File: config.mk
export PLATFORM = sky130hd
export DESIGN_NAME = kpd_scan_flat
export DESIGN_NICKNAME = d
export VERILOG_FILES = /design/src/rtl/kpd_scan_if.sv /design/src/rtl/kpd_scan.sv /design/src/flat_wrapper.sv
export SDC_FILE = /design/constraint.sdc
export NUM_CORES = 1
export LEC_CHECK = 0
export CAP_MARGIN = 15
export CORE_MARGIN = 3
export CORE_UTILIZATION = 30
export CTS_CLUSTER_SIZE = 20
export DETAILED_ROUTE_END_ITERATION = 10
export GPL_TIMING_DRIVEN = 0
export MAX_ROUTING_LAYER = met4
export SLEW_MARGIN = 20
export SYNTH_ARGS = -nofsm -noshare
export SYNTH_HDL_FRONTEND = slang
export SYNTH_SLANG_ARGS = --single-unit
File: constraint.sdc
create_clock -name clk -period 14.4 [get_ports clk]
set_input_delay 2.88 -clock clk [delete_from_list [all_inputs] [get_ports clk]]
set_output_delay 2.88 -clock clk [all_outputs]
set_load 0.02 [all_outputs]
File: src/rtl/kpd_scan_if.sv
// Keypad-side and key-report signals of the scanner; master is the scanner, slave is the keypad/consumer.
interface kpd_scan_if;
  logic [3:0] row;
  logic [3:0] col;
  logic [3:0] key;
  logic       key_valid;
  logic       key_down;

  modport master (input row, output col, key, key_valid, key_down);
  modport slave  (output row, input col, key, key_valid, key_down);
endinterface

File: src/rtl/kpd_scan.sv
// 4x4 keypad scanner: 2**N-cycle column dwell, frame debounce over D frames; outputs update the cycle
// after the last column sample. Free-running with no backpressure; key_valid is a single-cycle pulse.
module kpd_scan #(
  parameter int N = 16,
  parameter int D = 4
) (
  input  logic       clk,
  input  logic       rst,
  kpd_scan_if.master kp
);
  typedef enum logic [1:0] {RES_NONE, RES_KEY, RES_MULTI} res_t;

  localparam int SW = $clog2(D + 1);
  localparam logic [SW-1:0] STAB_MAX = SW'(D);

  logic [3:0]    row_meta, row_sync;
  logic [N-1:0]  ctr;
  logic [1:0]    idx;
  logic [15:0]   acc;
  res_t          prev_kind;
  logic [3:0]    prev_code;
  logic [SW-1:0] stab;
  logic [3:0]    key_q;
  logic          key_valid_q, key_down_q;

  logic          sample, frame_end;
  logic [15:0]   frame;
  logic [4:0]    hits;
  logic [3:0]    hit_pos;
  res_t          r_kind;
  logic [3:0]    r_code;
  logic          same;
  logic [SW-1:0] stab_nxt;
  logic          accept, key_rel;

  // Position is {column, row}; returns the legend printed on that key.
  function automatic logic [3:0] key_at(input logic [3:0] pos);
    case (pos)
      4'd0:  key_at = 4'h1;
      4'd1:  key_at = 4'h4;
      4'd2:  key_at = 4'h7;
      4'd3:  key_at = 4'h0;
      4'd4:  key_at = 4'h2;
      4'd5:  key_at = 4'h5;
      4'd6:  key_at = 4'h8;
      4'd7:  key_at = 4'hF;
      4'd8:  key_at = 4'h3;
      4'd9:  key_at = 4'h6;
      4'd10: key_at = 4'h9;
      4'd11: key_at = 4'hE;
      4'd12: key_at = 4'hA;
      4'd13: key_at = 4'hB;
      4'd14: key_at = 4'hC;
      default: key_at = 4'hD;
    endcase
  endfunction

  always_comb begin
    sample    = (ctr == '1);
    frame_end = sample && (idx == 2'd3);
    frame     = acc | ({12'd0, ~row_sync} << {idx, 2'b00});
    hits      = 5'd0;
    hit_pos   = 4'd0;
    for (int i = 0; i < 16; i++) begin
      if (frame[i]) begin
        hits    = hits + 5'd1;
        hit_pos = 4'(i);
      end
    end
  end

  // Code is forced to zero for NONE/MULTI so equal results compare equal.
  always_comb begin
    r_kind = RES_MULTI;
    r_code = 4'd0;
    if (hits == 5'd0) begin
      r_kind = RES_NONE;
    end else if (hits == 5'd1) begin
      r_kind = RES_KEY;
      r_code = key_at(hit_pos);
    end
    same     = (r_kind == prev_kind) && (r_code == prev_code);
    stab_nxt = same ? ((stab == STAB_MAX) ? stab : stab + SW'(1)) : SW'(1);
    accept   = frame_end && (stab_nxt == STAB_MAX) && (r_kind == RES_KEY) &&
               (!key_down_q || (key_q != r_code));
    key_rel  = frame_end && (stab_nxt == STAB_MAX) && (r_kind == RES_NONE);
  end

  always_ff @(posedge clk) begin
    if (rst) begin
      row_meta    <= 4'hF;
      row_sync    <= 4'hF;
      ctr         <= '0;
      idx         <= 2'd0;
      acc         <= 16'd0;
      prev_kind   <= RES_NONE;
      prev_code   <= 4'd0;
      stab        <= '0;
      key_q       <= 4'd0;
      key_valid_q <= 1'b0;
      key_down_q  <= 1'b0;
    end else begin
      row_meta <= kp.row;
      row_sync <= row_meta;
      ctr      <= ctr + N'(1);
      if (sample) idx <= idx + 2'd1;
      if (frame_end) begin
        acc       <= 16'd0;
        prev_kind <= r_kind;
        prev_code <= r_code;
        stab      <= stab_nxt;
      end else if (sample) begin
        acc <= frame;
      end
      key_valid_q <= accept;
      if (accept) begin
        key_q      <= r_code;
        key_down_q <= 1'b1;
      end else if (key_rel) begin
        key_down_q <= 1'b0;
      end
    end
  end

  assign kp.col       = ~(4'b0001 << idx);
  assign kp.key       = key_q;
  assign kp.key_valid = key_valid_q;
  assign kp.key_down  = key_down_q;
endmodule
File: src/flat_wrapper.sv
// flat-port wrapper written by rule: the top's interface ports become plain ports
module kpd_scan_flat 
#(
  parameter int N = 16,
  parameter int D = 4
)
  (clk, rst, kp_row, kp_col, kp_key, kp_key_valid, kp_key_down);
  kpd_scan_if kp_i ();
  input  logic clk;
  input  logic rst;
  input wire logic [$bits(kp_i.row)-1:0] kp_row;
  output wire logic [$bits(kp_i.col)-1:0] kp_col;
  output wire logic [$bits(kp_i.key)-1:0] kp_key;
  output wire logic [$bits(kp_i.key_valid)-1:0] kp_key_valid;
  output wire logic [$bits(kp_i.key_down)-1:0] kp_key_down;
  assign kp_i.row = kp_row;
  assign kp_col = kp_i.col;
  assign kp_key = kp_i.key;
  assign kp_key_valid = kp_i.key_valid;
  assign kp_key_down = kp_i.key_down;
  kpd_scan #(.N(N), .D(D)) u_core (.clk(clk), .rst(rst), .kp(kp_i));
endmodule
==> metrics.yaml, run 1 <==
antenna_found_initial: 0
finalSetupViolCount: 0
drv_slew: 0
min-delay-start: "u_core.row_meta[0]"
arrival_ns: 12.87
outcome: "complete, no violations"
dp_hpwl_um: 8150
cpMostUsedCell: "ha_1"
cts_resized: 0
die-area_sq_um: 16700
place_inst: 768
fin_nets: 625
reg2reg_slack_ns: 1.78
cts_buffers: 9
clk_pin_slew_ns: 0.05
syn_area_sq_um: 4560
initial_core_util_pct: 31.0
ys.flop_type: "dfxtp_1"
grt_pass1_wl_um: 18500
stdcell_count: 784
insertion_delay_ns: 0.32
internal_power_uw: 329
hold_violations: 0
cts_max_path_buffers: 2
min_to: "u_core.row_sync[0]"
cp_slowest_stage_delay_ns: 0.45
avgSynthCellArea_sq_um: 8.02
slowest_stage: "a221oi_4"
sw_frac_of_total_pct: 23.5
r2r_end: "u_core.kp.key_down"
vias: 4083
gp_congestion: 0.849
final_area_sq_um: 5260
rsz0062_at_grt: "false"
cp-start-kind: "flop"
ir_drop_uv: 61.8
drv_cap: 0
tritoncts: "built"
seqPwrFrac_pct: 37.6
yosysWarnings: 0
powerDensity_nw_per_um2: 81.7
syn_inst: 569
max-slew-margin-rel_pct: 35.2
overflow: 0
cts_setup_buffers: 0
routed_wl_um: 10600
antenna_left: 0
timing.rr.start: "u_core.idx[1]"
synthArstFlopShare_pct: 0
synth_nets: 599
holdPathStages: 1
diodes: 0
avgRoutedWirePerCell_um: 13.5
yosysUniqueCellTypes: 69
port-buffer-count: 15
clock.fmax_mhz: 79.3
hold_buffers: 0
worst_clock_skew_ns: 0.00874
htree_levels: 3
hold_path.class: "flop to flop"
placement_rows: 44
layout-drive-gt1-share_pct: 9.50
drt_iter0_drc: 208
fin_crit_sh_pct: 87.6
worstMarginPinSlew_ns: 0.973
layout_min_cycle_time_ns: 12.62
worst-r2r-cell-count: 58
grtUsageTotal_pct: 13.5
viasPerCell: 5.21
grt_pass1_vias: 3970
clock-sinks: 57
crit_path_end_kind: "flop"
first_pass_iters: 5
ys_seq_area_share_pct: 25.0
power_frac_clock_pct: 50.5
die_h_um: 129
drcViolationCount: 0
worstPathRequired_ns: 14.65
grt_max_degree: 11
placed_area_sq_um: 4940
setup-tns-final_ns: 0
crit_type: "flop to flop"
root_buffer: "clkbuf_16"
syn2layout_area_growth_pct: 15.3
die_w_um: 129
ios: 16
synth_edf_count: 0
p_comb_share_pct: 12.0
coreArea_sq_um: 14700
cp_max_fo: 10
ys_ff_latch: 57
p_leak_uw: 0.00215
p_switching_uw: 101
-- sequential cells by signal, indices dropped and copies added, names as in the netlist --
name and cells:
u_core.idx 2, u_core.acc 16, u_core.kp.key 4, u_core.prev_kind 2
u_core.stab 3, u_core.kp.key_valid 1, u_core.ctr 16, u_core.kp.key_down 1
u_core.row_meta 4, u_core.row_sync 4, u_core.prev_code 4
-- critical path: cells and delay by family (launching register included) --
family	cells	cell delay, ns
buf+inv	6	0.65
mux	4	0.81
flops	1	0.36
simple gates	14	2.76
compound gates	20	3.84
fa+ha+maj	14	4.12
-- worst max path at each step --
stage,to,slack (ns),cells after the start,start
after floorplan,u_core.kp.key[2],3.38,59,u_core.idx[1]
after CTS,u_core.kp.key_down,1.87,58,u_core.idx[1]
after global placement,u_core.kp.key[2],2.19,59,u_core.idx[1]
after detailed placement,u_core.kp.key_down,1.93,58,u_core.idx[1]
after global routing,u_core.kp.key_down,0.71,58,u_core.idx[1]
final,u_core.kp.key_down,1.78,58,u_core.idx[1]
-- synth_stat cells (3+ instances only) --
| cell type | number | area (sq um) |
|---|---|---|
| xor2_1 | 15 | 131 |
| nand3b_1 | 4 | 30.0 |
| nor3_1 | 12 | 60.1 |
| xnor2_1 | 41 | 359 |
| a21oi_1 | 57 | 285 |
| ha_1 | 24 | 300 |
| o22ai_1 | 3 | 18.8 |
| nor2_1 | 86 | 323 |
| or2_2 | 13 | 81.3 |
| nand3_1 | 17 | 85.1 |
| a211oi_1 | 10 | 75.1 |
| o211ai_1 | 3 | 22.5 |
| nor2b_1 | 4 | 25.0 |
| a21o_1 | 11 | 82.6 |
| o21ai_0 | 21 | 105 |
| mux2i_1 | 10 | 100 |
| a31oi_1 | 6 | 37.5 |
| dfxtp_1 | 57 | 1140 |
| nand4_1 | 8 | 50.1 |
| nor4_1 | 5 | 31.3 |
| nor3b_1 | 3 | 22.5 |
| inv_1 | 30 | 113 |
| nand2_1 | 36 | 135 |
| and3_1 | 7 | 43.8 |
| clkbuf_1 | 10 | 37.5 |
| a22o_1 | 3 | 26.3 |
| or3_1 | 6 | 37.5 |
| nand2b_1 | 9 | 56.3 |
-- through the flow --
| stage | total power (uW) | setup WS, ns | utilization, % | hold WS, ns |
|---|---|---|---|---|
| finish | 429 | 1.78 | 35.8 | 0.404 |
| global route | 448 | 0.709 | 35.8 | 0.425 |
| CTS | 434 | 1.87 | 35.8 | 0.410 |
| detailed placement | 216 | 1.93 | 33.6 | 0.399 |
| global placement | 214 | 2.19 | 33.6 | 0.392 |
| floorplan | 204 | 3.38 | - | 0.389 |
-- power groups by stage --
| stage | Clock [uW] | Sequential (uW) | Combinational, uW |
|---|---|---|---|
| finish | 217 | 161 | 51.5 |
| global route | 228 | 161 | 58.6 |
| CTS | 221 | 161 | 51.5 |
| detailed placement | 0 | 164 | 51.1 |
| global placement | 0 | 164 | 49.2 |
| floorplan | 0 | 164 | 40.2 |
-- kinds of logic (layout without fill, tap and decap cells) --
logic type | Yosys count | after routing | synth area share [%]
AND/OR/NAND/NOR | 220 | 220 | 23.9
AO/OA/AOI/OAI | 142 | 142 | 20.6
XOR/XNOR | 68 | 68 | 16.5
flip-flops | 57 | 57 | 25.0
buffers and inverters | 44 | 75 | 4.01
adder cells (fa/ha/maj) | 24 | 24 | 6.58
multiplexers | 14 | 14 | 3.35
-- per-layer routing --
layer	up-vias	share of wire (%)	track usage, %
met5	-	0	-
met3	10	2.4	1.65
met2	70	47	21.9
met1	1930	49	17.6
li1	2073	-	-
met4	0	1.4	4.26
-- layout by cell type (no fill, tap or decap), types with 8 or more instances in the layout --
master / netlist / layout
nand4_1: 8 / 8
nand3_1: 17 / 17
dfxtp_1: 57 / 57
clkbuf_1: 10 / 10
xnor2_1: 41 / 41
mux2i_1: 10 / 10
nor3_1: 12 / 12
nand2b_1: 9 / 9
nor2_1: 86 / 86
a211oi_1: 10 / 10
ha_1: 24 / 24
a21oi_1: 57 / 57
clkdlybuf4s50_1: 0 / 15
xor2_1: 15 / 15
o21ai_0: 21 / 21
clkbuf_16: 0 / 9
inv_1: 30 / 30
or2_2: 13 / 13
nand2_1: 36 / 36
a21o_1: 11 / 11
-- final cells by class --
class / count / area [sq um]
repair buffers: 15 / 150
plain buffers: 14 / 70.1
multi-input cells: 468 / 3240
inverters: 30 / 113
clock inverters: 4 / 50.0
clock buffers: 12 / 267
well taps: 184 / 230
fillers: 1455 / 9440
flip-flops and latches: 57 / 1140
No activity file was read; power rests on OpenSTA's default activity.
==> run 2: changes to the inputs <==
Settings changed: SLEW_MARGIN 20 to 40.
Clock period 14.4 ns to 13 ns, I/O delays scaled along.
==> run 2 against run 1 <==
Effect of this change:
- worst setup slack got worse by 0.73 ns
- die area unchanged
- sequential share of layout area decreased by 0.32 points
- sequential power increased by 11%
- register-to-register slack got worse by 0.73 ns
- via count increased by 1.3%
- sequential cell count unchanged
- final area increased by 1.5%
==> metrics.yaml, run 2 (synthesized netlist as in run 1, its figures left out) <==
arrival_ns: 12.19  # -0.68 ns
layout_min_cycle_time_ns: 11.95  # -0.672 ns
crit_path_end_kind: "flop"
drcViolationCount: 0  # unchanged
gp_congestion: 0.849  # unchanged
dp_hpwl_um: 8140  # -0.13%
whs_ns: 0.410  # +0.00666 ns
powerDensity_nw_per_um2: 92.2  # +13%
hold_violations: 0  # unchanged
viasPerCell: 5.26  # +0.96%
fin_nets: 628  # +0.48%
port-buffer-count: 15  # unchanged
hold_path.class: "flop to flop"
cts_max_path_buffers: 2  # unchanged
first_pass_iters: 6  # +1
clock.fmax_mhz: 83.7  # +5.6%
avgRoutedWirePerCell_um: 13.6  # +0.84%
drv_slew: 0  # unchanged
drt_iter0_drc: 206  # -0.96%
cts_buffers: 9  # unchanged
overflow: 0  # unchanged
die_w_um: 129  # unchanged
grtUsageTotal_pct: 13.6  # +0.093 points
placed_area_sq_um: 4950  # +0.20%
max-slew-margin-rel_pct: 53.7  # +19 points
grt_pass1_wl_um: 18500  # -0.22%
worstMarginPinSlew_ns: 0.690  # -0.283 ns
antenna_found_initial: 0  # unchanged
drv_cap: 0  # unchanged
crit_type: "flop to flop"
cp_slowest_stage_delay_ns: 0.41  # -0.04 ns
ir_drop_uv: 84.3  # +37%
antenna_left: 0  # unchanged
cp_max_fo: 10  # unchanged
cp-start-kind: "flop"
initial_core_util_pct: 31.0  # unchanged
diodes: 0  # unchanged
reg_top3: "u_core.acc: 16 flops, u_core.ctr: 16 flops"
layout_commonest_cell: "nor2_1"
cpMostUsedCell: "ha_1"
min-delay-start: "u_core.row_meta[3]"
layout-drive-gt1-share_pct: 11.3  # +1.8 points
p_leak_uw: 0.00218  # +1.3%
setup-tns-final_ns: 0  # unchanged
insertion_delay_ns: 0.32  # about the same
clk_pin_slew_ns: 0.05  # about the same
critPathLaunch: "u_core.idx[1]"
die-area_sq_um: 16700  # unchanged
routed_wl_um: 10700  # +1.2%
root_buffer: "clkbuf_16"
clock-sinks: 57  # unchanged
rsz0062_at_grt: "false"
syn2layout_area_growth_pct: 17.0
multi_input_comb_area_sq_um: 3280  # +1.3%
vias: 4138  # +1.3%
tritoncts: "built"
worst_clock_skew_ns: 0.00687  # -0.00187 ns
placement_rows: 44  # unchanged
grt_pass1_vias: 3980  # +0.25%
finalSetupViolCount: 0  # unchanged
htree_levels: 3  # unchanged
place_inst: 769  # +0.13%
slowest_stage: "dfxtp_1"
worstPathRequired_ns: 13.25  # -1.40 ns
final_area_sq_um: 5340  # +1.5%
grt_max_degree: 11  # unchanged
die_h_um: 129  # unchanged
fin_crit_sh_pct: 91.9  # +4.3 points
timing.rr.start: "u_core.idx[1]"
fill_cells: 1481  # +1.8%
final_cell_mix: "nor2_1, dfxtp_1, a21oi_1"
stdcell_count: 787  # +0.38%
ios: 16  # unchanged
ff_latch_area_sq_um: 1140  # unchanged
coreArea_sq_um: 14700  # unchanged
outcome: "complete, no violations"
run 2: cell count changes in the layout (fill, tap and decap cells not counted), moves of 2 or more:
cell      previous run  this run
a211oi_1            10         8
a211oi_2             1         3
a21oi_1             57        55
a21oi_2              0         2
buf_4                0         2
run 2: path summary, 6_finish.rpt:
path	end	slack, ns	depth (start not counted)
worst max register to register	u_core.kp.key_down	1.05	58
worst max-delay path	u_core.kp.key_down	1.05	58
worst min register to register	u_core.row_sync[3]	0.41	1
worst min-delay path	u_core.row_sync[3]	0.41	1
run 2: where the power goes:
group          leakage (uW)  internal, uW  switching (uW)
Sequential         0.000462           177            1.70
Clock              0.000162           177            76.7
Combinational       0.00156          25.4            34.1
Total               0.00218           379             113
run 2: what timing repair did:
| action | 4_1_cts | 5_1_grt |
|---|---|---|
| endpoints found under the setup margin | 0 | 11 |
| buffers inserted | 0 | 2 |
| hold buffers | 0 | 0 |
| gates resized for setup | 0 | 8 |
run 2: area by class of cell:
class | instances | share of cell area [%]
clock buffers | 11 | 4.74
inverters | 30 | 2.11
plain buffers | 14 | 1.36
multi-input cells | 468 | 61.4
flip-flops and latches | 57 | 21.4
repair buffers | 18 | 3.19
clock inverters | 5 | 1.45
well taps | 184 | 4.32
run 2: critical path: cells and delay by family, from the launching register on:
family | cells | cell delay, ns
fa+ha+maj | 14 | 4.02
compound gates | 20 | 3.39
simple gates | 14 | 2.47
mux | 4 | 0.89
buf+inv | 6 | 0.65
flops | 1 | 0.41
run 2: routing by layer:
| metal | vias up | part of all wire, % | GRT usage (%) |
|---|---|---|---|
| met5 | - | 0 | - |
| met4 | 0 | 2.4 | 4.51 |
| met2 | 93 | 47 | 22.3 |
| met1 | 1943 | 48 | 17.1 |
| met3 | 26 | 3.0 | 2.35 |
| li1 | 2076 | - | - |
run 2: metrics by stage:
stage / utilization (%) / setup WS (ns) / power [uW]
2_1_floorplan: - / 1.98 / 226
3_3_place_gp: 33.6 / 0.792 / 237
3_5_place_dp: 33.7 / 0.511 / 239
4_1_cts: 35.9 / 0.457 / 495
5_1_grt: 36.3 / 0.0802 / 513
6_report: 36.3 / 1.05 / 492
==> run 3: changes to the inputs <==
Settings changed: CAP_MARGIN 15 to 20.
==> results of run 3 <==
The final DEF is identical to that of run 2; final timing and power are the same.
